### src/rtl/alu_core.sv
// 8-bit registered ALU for the execute stage: add/sub, logic, shifts, compare and
// port pass-through selected by function_select, with C/Z/V/N flags, one cycle latency.
module alu_core (
    input  logic       clk,
    input  logic       rst,
    input  logic [7:0] A,
    input  logic [7:0] B,
    input  logic [7:0] input_port_data,
    input  logic [7:0] input_port_kb,
    input  logic [3:0] function_select,
    input  logic [2:0] shift,
    output logic [7:0] F,
    output logic       C,
    output logic       Z,
    output logic       V,
    output logic       N
);

    localparam int unsigned DW = 8;

    localparam logic [3:0] OP_ADD   = 4'h0;
    localparam logic [3:0] OP_SUB   = 4'h1;
    localparam logic [3:0] OP_AND   = 4'h2;
    localparam logic [3:0] OP_OR    = 4'h3;
    localparam logic [3:0] OP_XOR   = 4'h4;
    localparam logic [3:0] OP_NOT   = 4'h5;
    localparam logic [3:0] OP_SL    = 4'h6;
    localparam logic [3:0] OP_CMP   = 4'h7;
    localparam logic [3:0] OP_SR    = 4'h8;
    localparam logic [3:0] OP_IND   = 4'h9;
    localparam logic [3:0] OP_INK   = 4'hA;
    localparam logic [3:0] OP_PASSA = 4'hB;
    localparam logic [3:0] OP_PASSB = 4'hC;

    logic [DW:0]   w_sum;
    logic [DW:0]   w_diff;
    logic [DW:0]   w_sl;
    logic [DW:0]   w_sr;
    logic          w_add_v;
    logic          w_sub_v;
    logic          w_lt_s;
    logic [DW-1:0] w_res;
    logic          w_c;
    logic          w_z;
    logic          w_v;
    logic          w_n;

    // Ninth bit of sum/diff is carry-out and unsigned borrow respectively.
    assign w_sum   = {1'b0, A} + {1'b0, B};
    assign w_diff  = {1'b0, A} - {1'b0, B};
    assign w_add_v = (A[DW-1] == B[DW-1]) && (w_sum[DW-1] != A[DW-1]);
    assign w_sub_v = (A[DW-1] != B[DW-1]) && (w_diff[DW-1] != A[DW-1]);
    assign w_lt_s  = (A[DW-1] ^ B[DW-1]) ? A[DW-1] : w_diff[DW-1];

    // One spare bit catches the last bit shifted out; it is zero when shift is 0.
    assign w_sl = {1'b0, A} << shift;
    assign w_sr = {A, 1'b0} >> shift;

    always_comb begin
        w_res = '0;
        w_c   = 1'b0;
        w_v   = 1'b0;
        case (function_select)
            OP_ADD:   begin w_res = w_sum[DW-1:0];  w_c = w_sum[DW];  w_v = w_add_v; end
            OP_SUB:   begin w_res = w_diff[DW-1:0]; w_c = w_diff[DW]; w_v = w_sub_v; end
            OP_AND:   w_res = A & B;
            OP_OR:    w_res = A | B;
            OP_XOR:   w_res = A ^ B;
            OP_NOT:   w_res = ~A;
            OP_SL:    begin w_res = w_sl[DW-1:0]; w_c = w_sl[DW]; end
            OP_CMP:   begin w_res = DW'(w_lt_s);  w_c = w_diff[DW]; w_v = w_sub_v; end
            OP_SR:    begin w_res = w_sr[DW:1];   w_c = w_sr[0]; end
            OP_IND:   w_res = input_port_data;
            OP_INK:   w_res = input_port_kb;
            OP_PASSA: w_res = A;
            OP_PASSB: w_res = B;
            default:  w_res = '0;
        endcase

        // Compare reports equality and the sign of A-B rather than of its 0/1 result.
        w_z = (w_res == '0);
        w_n = w_res[DW-1];
        if (function_select == OP_CMP) begin
            w_z = (A == B);
            w_n = w_diff[DW-1];
        end else if (function_select > OP_PASSB) begin
            w_z = 1'b0;
            w_n = 1'b0;
        end
    end

    always_ff @(posedge clk) begin
        if (rst) begin
            F <= '0;
            C <= 1'b0;
            Z <= 1'b0;
            V <= 1'b0;
            N <= 1'b0;
        end else begin
            F <= w_res;
            C <= w_c;
            Z <= w_z;
            V <= w_v;
            N <= w_n;
        end
    end

endmodule

### config.mk
export PLATFORM = sky130hd
export DESIGN_NAME = alu_core
export DESIGN_NICKNAME = d
export VERILOG_FILES = /design/src/rtl/alu_core.sv
export SDC_FILE = /design/constraint.sdc
export NUM_CORES = 1
export LEC_CHECK = 0
export CORE_MARGIN = 4
export CORE_UTILIZATION = 58
export CTS_BUF_LIST = sky130_fd_sc_hd__clkbuf_4 sky130_fd_sc_hd__clkbuf_8 sky130_fd_sc_hd__clkbuf_16
export CTS_CLUSTER_SIZE = 10
export DETAILED_ROUTE_END_ITERATION = 8
export PLACE_DENSITY = 0.9
export SKIP_CTS_REPAIR_TIMING = 1
export SLEW_MARGIN = 20
export SYNTH_ARGS = -nofsm -noshare
export SYNTH_HDL_FRONTEND = slang
export SYNTH_SLANG_ARGS = --single-unit
### constraint.sdc
create_clock -name clk -period 6 [get_ports clk]
set_clock_uncertainty 0.15 [all_clocks]
set_input_delay 1.2 -clock clk [delete_from_list [all_inputs] [get_ports clk]]
set_output_delay 1.2 -clock clk [all_outputs]
set_load 0.02 [all_outputs]
==> flow_results.org, run 1 <==
** Synth
- For this run, the leading register cell type out of synthesis is dfxtp_1.
- The share of synthesized area in the top cell type comes to 0.1088.
- Summed over all instances, the cell type with the most area after synthesis is ha_1.
- A synthesized cell averages 7.440 um^2.
- Of all flip-flops after synthesis, the portion carrying an async set or reset was 0.
- The synthesized netlist occupies a cell area of 0.002760 mm^2.
- Number of synthesis warnings :: 0
- Sequential cell area fraction in the yosys report :: 0.08704
- Synthesis produced 371 cells.
- Top post-synthesis cells by area :: ha_1 11%, dfxtp_1 8.7%, a21oi_1 5.4%
- Synthesis instantiated 74 different standard cells from the library.
- The number of nets handed over by synthesis was 439.
- Number of register bits inferred by synthesis :: 12
- Counting flops with a built-in enable in the synthesized netlist gives 0.

** Routing
- DRC violation total after the first TritonRoute iteration :: 584
- Drt drc :: 0
- Final WL :: 10430 um
- Pre-Repair DR Iteration Count :: 7
- Antenna-violating nets left :: 0
- In the final routed layout, each cell accounts on average for 22.87 um.
- Vias per cell :: between 7 and 8
- Via count of the routed design :: 3241

** Placement
- Placer Congestion :: roughly 1.0
- Input and output buffers added on the ports amount to 52.
- Counting tap cells, the placed design contains a total of 452 instances.
- In this run the cell area measured after placement is 0.003249 mm^2.
- Half-perimeter wire length of the detailed placement result :: 7674 um

** Setup path
- Required time at the endpoint of the critical path :: between 6 and 7 ns
- Arrival time of data at the critical path endpoint :: 5.18 ns
- STA classifies the critical path endpoint as a flop.
- Start-to-end type of the worst setup path :: input port to flop
- STA classifies the critical path startpoint as an input port.
- Of all nets on the critical path, the largest fanout is 7.

** Run status
- Status :: completed

** CTS
- The tree is rooted in a clkbuf_8.
- TritonCTS built the clock tree.
- The longest clock path from root to sink contains 2 buffers.
- Clk slew on worst S/H paths :: 0.05 ns
- CTS built an H-tree with a depth of 1.
- Counting every sink on the clock net gives 12.
- Clock buffers created by TritonCTS :: 3

** Floorplanning
- X dimension of the die :: 76.99 um
- Initial Utilization :: 0.6169
- Full die area :: between 0.005 and 0.006 mm^2
- After floorplanning, the core was divided into 24 placement rows.
- During I/O placement, the number of pins put on the boundary was 53.
- Placeable core area :: roughly 0.0045 mm^2
- Die Y-Extent :: 76.99 um

** Global routing
- The number of antenna violations at the first check in global routing was 0.
- For this run, the total global-route usage over all layers was measured as 0.3427.
- Entering global routing, the biggest net connects 45 pins.
- Remaining global-route overflow :: 0
- Number of global-route vias before repair :: 3063
- Global-route wire length before repair :: 16130 um

** STA
- At the pin with the least slew margin, the transition time is just under 1 ns.
- After routing, the total negative slack on setup checks comes to 0 ns.
- Time the final worst path needs with I/O delays and setup :: between 5 and 6 ns
- Hold violation count in the final report :: 0
- Maximum clock frequency :: approximately 0.19 GHz
- Of the available clock period, the critical path in the final layout requires 0.8573.
- Finish-stage setup viols :: 0
- The final number of max-transition violations was 0.
- Slew margin rel. :: 0.3494
- Setup repair after global routing left no endpoint under its margin.

** Cells and area
- For this run, the share of the core covered by cells in the final layout is 0.7399.
- Relative to the synthesized area, the layout overhead comes to 19.95%.
- The finished layout holds 456 standard cells, fillers aside.
- Post-layout instance area :: 0.003311 mm^2
- Commonest non-fill, non-tap cell in the layout :: clkdlybuf4s50_1
- In the final layout, the share of cells above drive strength 1 is 0.08911.
- After the last flow step, the layout net total stands at 473.
- Count of filler cells inserted in the layout :: roughly 360
- In the layout the commonest cells are 52 x clkdlybuf4s50_1, 36 x nor2_1, 30 x a21oi_1.
- Antenna diode count :: 0

** Run
- The tool flagged a number of max-cap violations equal to 0.

** Power
- Pwr Density :: 132.2 mW/mm^2
- The design draws around 0.00044 W.
- Peak supply drop :: 81.06 uV
- Leakage :: 1.320 nW

** Worst hold path
- The min-delay analysis places its worst path in the category input port to flop.
cell type report:
type                    count  area [um^2]  area share
clock buffers               4        55.05     0.01663
inverters                  27        101.3     0.03061
multi-input cells         301         2268      0.6852
flip-flops and latches     12        240.2     0.07256
well taps                  52        65.06     0.01965
repair buffers             60        580.6      0.1754
per-layer routing:
layer  track usage  part of all wire  routed length, um
met4        0.1495             0.043                451
met5             0                 0                  0
met3       0.07963              0.12               1228
met1        0.4229              0.37               3894
met2        0.5679              0.47               4855
state kept, by name (all words and copies together) (netlist names):
register  cells
Z             1
N             1
F             8
V             1
C             1
synthesized netlist by cell type, types with 3 or more instances:
cell / instances
mux2i_1: 13
nor2_1: 36
o21bai_1: 4
o221a_2: 4
nand2_1: 19
o22ai_1: 6
nand3_1: 10
nor4_1: 3
fa_1: 3
inv_1: 26
nor3_1: 6
o21a_1: 3
ha_1: 24
o21ai_1: 5
a211o_1: 4
o211ai_1: 6
nand3b_1: 11
clkbuf_1: 10
o21ai_0: 14
a22oi_1: 5
nand2b_1: 4
a221oi_1: 4
a32oi_1: 3
or3_1: 3
nor2b_1: 9
o21ba_2: 3
and3_1: 4
and3b_1: 4
dfxtp_1: 12
buf_2: 17
a21oi_1: 30
mux4_2: 4
o221ai_1: 3
power breakdown:
group          switching, W  internal, W
Sequential       0.00000164    0.0000864
Clock             0.0000338    0.0000583
Combinational      0.000147     0.000111
Total              0.000182     0.000256
kinds of logic (layout without fill, tap and decap cells):
| family | after synthesis | after routing | synth area share |
|---|---|---|---|
| AND/OR/NAND/NOR | 132 | 132 | 0.2733 |
| AO/OA/AOI/OAI | 119 | 119 | 0.3069 |
| buffers and inverters | 58 | 91 | 0.09338 |
| flip-flops | 12 | 12 | 0.08704 |
| multiplexers | 22 | 22 | 0.1056 |
| XOR/XNOR | 1 | 1 | 0.003174 |
| adder cells (fa/ha/maj) | 27 | 27 | 0.1306 |
worst paths after layout:
| path | start | endpoint | depth (start not counted) |
|---|---|---|---|
| setup / recovery | A[0] | Z | 16 |
| hold / removal | rst | N | 2 |
worst max-delay path: stages:
cell and delay (ns):
clkdlybuf4s50_1 0.64, inv_1 0.17, ha_1 0.26, o21bai_1 0.18, a21oi_1 0.13, o31a_1 0.28, o21ai_0 0.20, a21oi_1 0.14
fa_1 0.37, and4b_1 0.21, a211o_1 0.27, o31a_1 0.11, or4b_4 0.52, nor4_2 0.22, nand4_1 0.13, o21bai_1 0.15
through the flow:
stage	worst slack, ns	hold WS [ns]
2_1_floorplan	1.510	1.119
3_3_place_gp	0.8187	1.785
3_5_place_dp	0.6940	1.779
4_1_cts	0.9438	1.531
5_1_grt	0.7099	1.573
6_report	0.8561	1.553
Note: power is estimated with default switching activity, not from simulation.
==> inputs of run 2 (changes only) <==
- ABC_CLOCK_PERIOD_IN_PS: default -> 6000
==> results of run 2 <==
Same layout as run 1: the final DEF is identical, and so are final timing and power.
